## config.mk

```make
export PLATFORM = sky130hd
export DESIGN_NAME = vga_timing_gen
export DESIGN_NICKNAME = d
export VERILOG_FILES = /design/src/rtl/vga_pkg.sv /design/src/rtl/vga_timing_gen_sync_delay_line.sv /design/src/rtl/vga_timing_gen.sv
export SDC_FILE = /design/constraint.sdc
export NUM_CORES = 1
export LEC_CHECK = 0
export CORE_MARGIN = 1
export CORE_UTILIZATION = 45
export CTS_BUF_LIST = sky130_fd_sc_hd__clkbuf_2 sky130_fd_sc_hd__clkbuf_4 sky130_fd_sc_hd__clkbuf_8
export DETAILED_ROUTE_END_ITERATION = 12
export GPL_ROUTABILITY_DRIVEN = 1
export HOLD_SLACK_MARGIN = 0.03
export PLACE_DENSITY = 0.81
export SETUP_SLACK_MARGIN = 0.4
export SLEW_MARGIN = 30
export SYNTH_ARGS = -nofsm -noshare
export SYNTH_HDL_FRONTEND = slang
export SYNTH_SLANG_ARGS = --single-unit
export TNS_END_PERCENT = 30
```

## constraint.sdc

```tcl
create_clock -name clk -period 2.1 [get_ports clk]
set_input_delay 0.42 -clock clk [delete_from_list [all_inputs] [get_ports clk]]
set_output_delay 0.42 -clock clk [all_outputs]
set_load 0.01 [all_outputs]
```

## src/rtl/vga_pkg.sv

```systemverilog
// Shared constants and bus types for the VGA raster timing generator.
package vga_pkg;

  localparam int unsigned CNT_W   = 10;
  localparam int unsigned FRAME_W = 8;

  localparam int unsigned DEF_H_VISIBLE = 640;
  localparam int unsigned DEF_H_FRONT   = 16;
  localparam int unsigned DEF_H_SYNC    = 96;
  localparam int unsigned DEF_H_BACK    = 48;
  localparam int unsigned DEF_V_VISIBLE = 480;
  localparam int unsigned DEF_V_FRONT   = 10;
  localparam int unsigned DEF_V_SYNC    = 2;
  localparam int unsigned DEF_V_BACK    = 33;

  localparam int unsigned H_TOTAL = DEF_H_VISIBLE + DEF_H_FRONT + DEF_H_SYNC + DEF_H_BACK;
  localparam int unsigned V_TOTAL = DEF_V_VISIBLE + DEF_V_FRONT + DEF_V_SYNC + DEF_V_BACK;

  localparam int unsigned TILE_SIZE = 32;

  // Raster qualifiers carried through the delay line (all active-high internally).
  typedef struct packed {
    logic hs;
    logic vs;
    logic active;
    logic line_start;
    logic frame_start;
  } sync_bus_t;

  localparam int unsigned SYNC_W = $bits(sync_bus_t);

endpackage

```

## src/rtl/vga_timing_gen_sync_delay_line.sv

```systemverilog
// Fixed-depth shift register with async reset to RESET_VALUE; DEPTH=0 is a wire.
module sync_delay_line #(
  parameter int unsigned          WIDTH       = 1,
  parameter int unsigned          DEPTH       = 1,
  parameter logic [WIDTH-1:0]     RESET_VALUE = '0
) (
  input  logic             clk,
  input  logic             rst,
  input  logic [WIDTH-1:0] d,
  output logic [WIDTH-1:0] q
);

  generate
    if (DEPTH == 0) begin : g_pass
      logic unused_clk_rst;
      assign unused_clk_rst = clk ^ rst;
      assign q = d;
    end else begin : g_pipe
      logic [WIDTH-1:0] stage [DEPTH];

      // Shift the qualifier vector one stage per clock.
      always_ff @(posedge clk or posedge rst) begin
        if (rst) begin
          stage <= '{default: RESET_VALUE};
        end else begin
          stage[0] <= d;
          for (int unsigned i = 1; i < DEPTH; i++) begin
            stage[i] <= stage[i-1];
          end
        end
      end

      assign q = stage[DEPTH-1];
    end
  endgenerate

endmodule

```

## src/rtl/vga_timing_gen.sv

```systemverilog
// VGA raster timing: undelayed h/v counters plus delayed sync/active/strobe outputs.
// Optional frame counter enabled by defining VGA_FRAME_COUNTER_EN.
module vga_timing_gen
  import vga_pkg::*;
#(
  parameter int unsigned H_VISIBLE       = DEF_H_VISIBLE,
  parameter int unsigned H_FRONT         = DEF_H_FRONT,
  parameter int unsigned H_SYNC          = DEF_H_SYNC,
  parameter int unsigned H_BACK          = DEF_H_BACK,
  parameter int unsigned V_VISIBLE       = DEF_V_VISIBLE,
  parameter int unsigned V_FRONT         = DEF_V_FRONT,
  parameter int unsigned V_SYNC          = DEF_V_SYNC,
  parameter int unsigned V_BACK          = DEF_V_BACK,
  parameter int unsigned SYNC_DELAY      = 1,   // legal 0..4
  parameter bit          SYNC_ACTIVE_LOW = 1'b1
) (
  input  logic               clk,
  input  logic               reset,
  output logic [CNT_W-1:0]   h_count,
  output logic [CNT_W-1:0]   v_count,
  output logic               display_active,
  output logic               hsync,
  output logic               vsync,
  output logic               line_start,
  output logic               frame_start,
  output logic [FRAME_W-1:0] frame_count
);

  localparam int unsigned H_TOT    = H_VISIBLE + H_FRONT + H_SYNC + H_BACK;
  localparam int unsigned V_TOT    = V_VISIBLE + V_FRONT + V_SYNC + V_BACK;
  localparam int unsigned HS_START = H_VISIBLE + H_FRONT;
  localparam int unsigned HS_END   = HS_START + H_SYNC;
  localparam int unsigned VS_START = V_VISIBLE + V_FRONT;
  localparam int unsigned VS_END   = VS_START + V_SYNC;

  logic [CNT_W-1:0] h_next;
  logic [CNT_W-1:0] v_next;
  logic             h_wrap;
  logic             v_wrap;
  logic             frame_wrap;
  sync_bus_t        raw;
  sync_bus_t        dly;

  // Next raster position; anything at or past the last position wraps to 0.
  always_comb begin
    h_wrap     = (h_count >= CNT_W'(H_TOT - 1));
    v_wrap     = (v_count >= CNT_W'(V_TOT - 1));
    frame_wrap = h_wrap && v_wrap;
    h_next     = h_wrap ? '0 : h_count + CNT_W'(1);
    v_next     = v_count;
    if (v_count >= CNT_W'(V_TOT)) begin
      v_next = '0;
    end else if (h_wrap) begin
      v_next = v_wrap ? '0 : v_count + CNT_W'(1);
    end
  end

  // Raster position registers.
  always_ff @(posedge clk or posedge reset) begin
    if (reset) begin
      h_count <= '0;
      v_count <= '0;
    end else begin
      h_count <= h_next;
      v_count <= v_next;
    end
  end

  // Undelayed qualifiers decoded from the current position.
  always_comb begin
    raw             = '0;
    raw.hs          = (h_count >= CNT_W'(HS_START)) && (h_count < CNT_W'(HS_END));
    raw.vs          = (v_count >= CNT_W'(VS_START)) && (v_count < CNT_W'(VS_END));
    raw.active      = (h_count < CNT_W'(H_VISIBLE)) && (v_count < CNT_W'(V_VISIBLE));
    raw.line_start  = (h_count == '0);
    raw.frame_start = (h_count == '0) && (v_count == '0);
  end

  sync_delay_line #(
    .WIDTH       (SYNC_W),
    .DEPTH       (SYNC_DELAY),
    .RESET_VALUE ('0)
  ) u_sync_delay (
    .clk (clk),
    .rst (reset),
    .d   (raw),
    .q   (dly)
  );

  // Polarity applied after the delay so reset leaves syncs deasserted.
  assign hsync          = SYNC_ACTIVE_LOW ? ~dly.hs : dly.hs;
  assign vsync          = SYNC_ACTIVE_LOW ? ~dly.vs : dly.vs;
  assign display_active = dly.active;
  assign line_start     = dly.line_start;
  assign frame_start    = dly.frame_start;

`ifdef VGA_FRAME_COUNTER_EN
  // Frame counter advancing on the full-raster wrap.
  always_ff @(posedge clk or posedge reset) begin
    if (reset) begin
      frame_count <= '0;
    end else if (frame_wrap) begin
      frame_count <= frame_count + FRAME_W'(1);
    end
  end
`else
  logic unused_frame_wrap;
  assign unused_frame_wrap = frame_wrap;
  assign frame_count       = '0;
`endif

endmodule

```

==> run metrics, run 1 <==
RD Place Congestion=0.897; fraction of layout cells with a size suffix above 1=0.268; sequential fraction of design power=0.658; Final TNS setup=0 ps; Post-Syn Area per Cell=9.57 um2; Primary FF master, synth=sky130_fd_sc_hd__dfrtp_1; routed wire length=3520 um; DRC violations left=2; diodes inserted=0; total power draw=0.731 mW; CP cell instances=or4_4 -> or2_4 -> and2_4 -> or3_4 -> o31ai_4; Yosys top cell area share=0.448; post-synth top area cell=sky130_fd_sc_hd__dfrtp_1; HPWL Detailed=2180 um; violated checks=DRC; H-tree level count=1; Crit-path slowest cell=sky130_fd_sc_hd__or4_4; gate count of the mapped netlist=146; worst reg2reg setup slack=90 ps; worst reg2reg path depth=5; number of max-slew violations in the final report=0; post-synthesis cell area=1400 um2; max-cap violations=0; class of the tightest hold or removal check=primary input to async pin; # clock sinks=25; number of setup violations in the final report=0; synth warn=0; global router's overall resource usage=0.219; area grow syn2layout=41.9%; area of the core=2850 um2; die width=57.7 um; PD cells=369 nW/um2; clock buffer depth=2; Worst path top cell family by delay=simple AND/OR/NAND/NOR gates; Post-Route Hold Slack=407 ps; number of enable flip-flop cells after synthesis=0; antenna violation net count after detailed routing=0; Std-Cell Rows=19; via count of the first global-routing pass=1163; Final Cell Area=1980 um2; final design utilization=0.695; portion of total power attributed to combinational logic=0.026; Inserted Clock Buffers=3; clock slew seen by the registers of the worst setup and hold paths=150 ps; clock network power share=0.316; final hold vios=0; largest fanout on the critical path=3; TritonCTS clock tree=done; minimum period implied by the final worst setup slack=2010 ps; Worst Setup Path Type=register to register; critical register-to-register path endpoint=v_count[7]$_DFFE_PP0P_; initial core utilization=0.490; initial antenna violation count=0; final global-route overflow total=0; iteration-0 DRC count of the detailed router=67; Rel. slew slack=0.657; maximum number of pins on one net before global-route repair=26; Setup crit end kind=register; Worst-Skew Late Latency=330 ps; Synth cell types=40; P_sw=0.174 mW; setup repair after global routing missed its margin=true; static leakage=0.958 nW; area of combinational cells with multiple inputs=754 um2; global-route wire length before repair=5550 um; Buf+Inv Stages, Crit Path=0; area used by sequential logic in the layout=632 um2; cell area after placement=1710 um2; Power Internal=0.557 mW; share of flip-flops with an asynchronous set or reset after synthesis=1.00; startpoint type of the worst setup path=register; origin of the critical flop-to-flop path=v_count[4]$_DFFE_PP0P_; share of synthesized area occupied by flip-flops and latches=0.448; fillers=215; number of vias in the routed layout=1275; outcome=finished with violations; worst setup path start=v_count[4]$_DFFE_PP0P_; layout net count=207; largest stage delay on the critical path=540 ps; I/O pin cnt=35; post-cts hold buffer count=0; post-route fraction of the period consumed by the critical path=0.956; buffers added on ports=26; DIE AREA=3330 um2; clock skew=11.9 ps; Vias per Instance=5.57; peak clock frequency supported by timing=498 MHz; Net Sw Frac=0.238; Synth Register Bits=25; top area cells in the synthesized netlist=sky130_fd_sc_hd__dfrtp_1 (45%), sky130_fd_sc_hd__ha_1 (5.4%), sky130_fd_sc_hd__xor2_1 (5.0%); Worst Tran Pin Value=508 ps; First-pass DRT Iterations=9; height of the chip=57.7 um; Peak supply drop=0.419 mV; CTS Root Buffer Type=sky130_fd_sc_hd__clkbuf_4; critical path data arrival time=2250 ps; post-detailed-route wirelength per cell=15.4 um; required time at the worst-slack endpoint=2340 ps
[metrics by stage]
stage	setup WS, ps	instances
floorplan	129	153
global placement	164	204
detailed placement	55.9	204
CTS	41.7	220
global route	35.3	229
finish	92.5	229
[sequential cells by signal, indices dropped and copies added, names as in the netlist]
| name | flops |
|---|---|
| v_count | 10 |
| h_count | 10 |
| u_sync_delay.q | 5 |
[worst max-delay path by stage]
stage | end | slack (ps) | depth (start not counted)
floorplan | v_count[7]$_DFFE_PP0P_ | 130 | 5
global placement | v_count[7]$_DFFE_PP0P_ | 160 | 5
detailed placement | v_count[7]$_DFFE_PP0P_ | 60 | 5
CTS | v_count[7]$_DFFE_PP0P_ | 40 | 5
global route | v_count[7]$_DFFE_PP0P_ | 40 | 5
finish | v_count[7]$_DFFE_PP0P_ | 90 | 5
[layer usage]
layer	up-vias	GRT usage	wire length, um
met2	58	0.379	1800
met3	2	0.0513	192
li1	592	-	-
met5	-	0	0
met1	623	0.290	1520
met4	0	0.0306	10
[synth_stat cells (2+ instances only)]
cell type,number
sky130_fd_sc_hd__nor2_1,17
sky130_fd_sc_hd__o2111ai_1,2
sky130_fd_sc_hd__o211ai_1,2
sky130_fd_sc_hd__nand2b_1,2
sky130_fd_sc_hd__clkbuf_1,6
sky130_fd_sc_hd__inv_1,8
sky130_fd_sc_hd__a21oi_1,2
sky130_fd_sc_hd__o31ai_1,2
sky130_fd_sc_hd__buf_4,8
sky130_fd_sc_hd__nand3b_1,2
sky130_fd_sc_hd__or3_1,2
sky130_fd_sc_hd__ha_1,6
sky130_fd_sc_hd__o21a_1,2
sky130_fd_sc_hd__nor4_1,2
sky130_fd_sc_hd__xnor2_1,4
sky130_fd_sc_hd__dfrtp_1,25
sky130_fd_sc_hd__nor3_1,4
sky130_fd_sc_hd__nor4b_1,2
sky130_fd_sc_hd__xor2_1,8
sky130_fd_sc_hd__nand2_1,8
sky130_fd_sc_hd__and2_1,2
sky130_fd_sc_hd__a41oi_1,3
sky130_fd_sc_hd__nand3_1,5
sky130_fd_sc_hd__and3_1,6
[kinds of logic after synthesis]
kind of cell / Yosys count / synth area share
AO/OA/AOI/OAI: 20 / 0.110
XOR/XNOR: 12 / 0.0752
adder cells (fa/ha/maj): 6 / 0.0537
buffers and inverters: 23 / 0.0842
flip-flops: 25 / 0.448
other: 1 / 0.00268
AND/OR/NAND/NOR: 59 / 0.227
[cells in the final DEF, fill, tap and decap left out, drive strengths merged, types with 2 or more instances in the layout]
cell	count
and3	7
buf	30
nand2	8
or3	2
a41oi	3
conb	8
dfrtp	25
nor4b	2
clkdlybuf4s50	21
a21oi	2
o211ai	2
xor2	8
nor2	17
nor3	4
nand2b	2
o21a	2
and2	3
inv	8
ha	6
dlymetal6s2s	3
dlygate4sd2	2
clkbuf	3
xnor2	4
nand3b	2
nor4	2
o31ai	2
o2111ai	2
nand3	5
[cell type report]
class                      count  share of cell area
clock buffer                   3              0.0114
clock inverter                 1             0.00379
multi-input combinational    105               0.380
sequential                    25               0.319
tap                           31              0.0196
timing repair buffer          56               0.251
inverter                       8              0.0151
[worst reg2reg max path: stages, from the launching register on]
cell and delay [ps]:
sky130_fd_sc_hd__dfrtp_1 410, sky130_fd_sc_hd__or4_4 540, sky130_fd_sc_hd__or2_4 250, sky130_fd_sc_hd__and2_4 170, sky130_fd_sc_hd__or3_4 370, sky130_fd_sc_hd__o31ai_4 190
[power groups by stage]
stage / registers, mW / clock network, mW / logic (mW)
after detailed placement: 0.490 / 0 / 0.0193
after global routing: 0.482 / 0.255 / 0.0220
after global placement: 0.490 / 0 / 0.0190
final: 0.481 / 0.231 / 0.0187
after CTS: 0.482 / 0.234 / 0.0191
after floorplan: 0.491 / 0 / 0.0244
[timing repair]
item                                    in CTS  in global routing
pin swaps                                    4                  5
gates resized for setup                     16                  9
setup buffers                               12                  9
endpoints found under the hold margin        0                  0
endpoints found under the setup margin      32                 30
gates cloned                                 0                  0
Note: power is estimated with default switching activity, not from simulation.
==> run 2, diff against run 1 <==
--- a/config.mk
+++ b/config.mk
@@ -9,9 +9,10 @@
 export CORE_UTILIZATION = 45
 export CTS_BUF_LIST = sky130_fd_sc_hd__clkbuf_2 sky130_fd_sc_hd__clkbuf_4 sky130_fd_sc_hd__clkbuf_8
 export DETAILED_ROUTE_END_ITERATION = 12
+export DONT_BUFFER_PORTS = 1
 export GPL_ROUTABILITY_DRIVEN = 1
 export HOLD_SLACK_MARGIN = 0.03
-export PLACE_DENSITY = 0.81
+export PLACE_DENSITY = 0.67
 export SETUP_SLACK_MARGIN = 0.4
 export SLEW_MARGIN = 30
 export SYNTH_ARGS = -nofsm -noshare
==> run 2 against run 1 <==
Against the previous run:
- critical path type unchanged
- core utilization decreased by 14 points
- clock-buffer cell count rose by 1
- the run still ends with DRC left
- final cell count is 17% lower
==> run metrics, run 2 (synthesized netlist as in run 1, its figures left out) <==
P_sw=0.156 mW (-10%); most frequent cells in the layout=sky130_fd_sc_hd__dfrtp_1 (24), sky130_fd_sc_hd__nor2_1 (17), sky130_fd_sc_hd__buf_4 (17); maximum number of pins on one net before global-route repair=26 (unchanged); clock slew seen by the registers of the worst setup and hold paths=140 ps (about the same); PD cells=462 nW/um2 (+25%); sequential fraction of design power=0.663 (+0.005); Net Sw Frac=0.215 (-0.0226); initial antenna violation count=0 (unchanged); area of the core=2850 um2 (unchanged); global router's overall resource usage=0.198 (-0.0214); via count of the first global-routing pass=1103 (-5.2%); cell area after placement=1480 um2 (-13%); number of setup violations in the final report=0 (unchanged); pre-CTS setup slack=117 ps (+61.5 ps); Worst Setup Path Type=register to register; layout net count=168 (-19%); final global-route overflow total=0 (unchanged); post-route fraction of the period consumed by the critical path=0.951 (-0.00482); largest fanout on the critical path=5 (+2); Final Cell Area=1570 um2 (-21%); DIE AREA=3330 um2 (unchanged); peak clock frequency supported by timing=501 MHz (+0.51%); # clock sinks=25 (unchanged); Crit-path slowest cell=sky130_fd_sc_hd__or4_4; fraction of layout cells with a size suffix above 1=0.208 (-0.0601); Final TNS setup=0 ps (unchanged); First-pass DRT Iterations=8 (-1); static leakage=0.734 nW (-23%); clock network power share=0.313 (-0.003); max-cap violations=0 (unchanged); Inserted Clock Buffers=3 (unchanged); CP cell instances=or4_4 -> or2_4 -> and2_4 -> or3_1 -> o31ai_1; height of the chip=57.7 um (unchanged); class of the tightest hold or removal check=primary input to async pin; Vias per Instance=5.88 (+5.6%); Worst-Skew Late Latency=310 ps (-20 ps); initial core utilization=0.490 (unchanged); most common cell after layout, fill and taps aside=sky130_fd_sc_hd__dfrtp_1; TritonCTS clock tree=done; minimum period implied by the final worst setup slack=2000 ps (-10.1 ps); number of max-slew violations in the final report=0 (unchanged); final design utilization=0.550 (-0.145); outcome=finished with violations; CTS Root Buffer Type=sky130_fd_sc_hd__clkbuf_4; RD Place Congestion=0.859 (-4.2%); I/O pin cnt=35 (unchanged); routed wire length=3100 um (-12%); buffers added on ports=0 (-100%); H-tree level count=1 (unchanged); largest stage delay on the critical path=540 ps (about the same); number of vias in the routed layout=1117 (-12%); total power draw=0.726 mW (-0.72%); area grow syn2layout=12.4%; required time at the worst-slack endpoint=2330 ps (about the same); fillers=257 (+20%); portion of total power attributed to combinational logic=0.024 (-0.002); startpoint type of the worst setup path=register; clock buffer depth=2 (unchanged); Power Internal=0.570 mW (+2.2%); clock skew=10.4 ps (-1.53 ps); antenna violation net count after detailed routing=0 (unchanged); DRC violations left=3 (+1); diodes inserted=0 (unchanged); worst-case setup margin in the final layout=103 ps (+10.1 ps); violated checks=DRC; critical path data arrival time=2230 ps (-20 ps); setup repair after global routing missed its margin=true; Setup crit end kind=register; post-detailed-route wirelength per cell=16.3 um (+6.4%); post-cts hold buffer count=0 (unchanged); die width=57.7 um (unchanged); Std-Cell Rows=19 (unchanged); final hold vios=0 (unchanged); Peak supply drop=0.184 mV (-56%); iteration-0 DRC count of the detailed router=31 (-54%); global-route wire length before repair=5090 um (-8.3%); HPWL Detailed=2270 um (+3.9%)
## run 2: changes by cell type in the layout (fill, tap and decap cells not counted), moves of 2 or more
cell and change:
sky130_fd_sc_hd__clkdlybuf4s50_1 -21, sky130_fd_sc_hd__buf_4 -11, sky130_fd_sc_hd__dfrtp_1 +4, sky130_fd_sc_hd__dfrtp_2 -4, sky130_fd_sc_hd__dlymetal6s2s_1 -3, sky130_fd_sc_hd__buf_6 -2
sky130_fd_sc_hd__dlygate4sd2_1 -2, sky130_fd_sc_hd__o31ai_1 +2
## run 2: cell type report
type / count / area, um2 / area share
clock buffers: 4 / 30.0 / 0.0191
inverters: 8 / 30.0 / 0.0191
multi-input cells: 105 / 717 / 0.457
flip-flops and latches: 25 / 627 / 0.399
well taps: 31 / 38.8 / 0.0247
repair buffers: 17 / 128 / 0.0813
## run 2: power by group through the flow
| stage | clock network [mW] | logic [mW] | registers (mW) |
|---|---|---|---|
| CTS | 0.233 | 0.0178 | 0.481 |
| detailed placement | 0 | 0.0178 | 0.490 |
| global placement | 0 | 0.0175 | 0.490 |
| floorplan | 0 | 0.0244 | 0.491 |
| global route | 0.260 | 0.0205 | 0.482 |
| finish | 0.227 | 0.0174 | 0.481 |
## run 2: stage by stage
stage	hold WS, ps	instances
4_1_cts	38.5	190
5_1_grt	42.0	190
2_1_floorplan	447	153
3_3_place_gp	382	183
6_report	29.5	190
3_5_place_dp	389	183
## run 2: final timing paths
check / startpoint / end / depth (start not counted) / slack, ps
max: v_count[8]$_DFFE_PP0P_ / v_count[7]$_DFFE_PP0P_ / 5 / 100
min: reset / h_count[9]$_DFF_PP0_ / 2 / 30
max reg2reg: v_count[8]$_DFFE_PP0P_ / v_count[7]$_DFFE_PP0P_ / 5 / 100
min reg2reg: h_count[0]$_DFF_PP0_ / h_count[0]$_DFF_PP0_ / 2 / 610
max in group asynchronous: reset / h_count[6]$_DFF_PP0_ / 2 / 1800
min in group clk: h_count[0]$_DFF_PP0_ / h_count[0]$_DFF_PP0_ / 2 / 610
## run 2: critical path: cells and delay by family (launching register included)
family	cells	cell delay, ps
AO/OA/AOI/OAI	1	200
AND/OR/NAND/NOR	4	1320
flip-flops	1	400
## run 2: timing repair
item	in CTS	in global routing
resized for setup	8	0
setup endpoints to repair	10	11
pin swaps	3	0
buffers inserted	3	0
## run 2: per-layer routing
metal | share of wire | up-vias | global-route usage
li1 | - | 517 | -
met1 | 0.43 | 561 | 0.241
met4 | 0.0026 | 0 | 0.0374
met5 | 0 | - | 0
met3 | 0.056 | 2 | 0.0603
met2 | 0.51 | 37 | 0.350
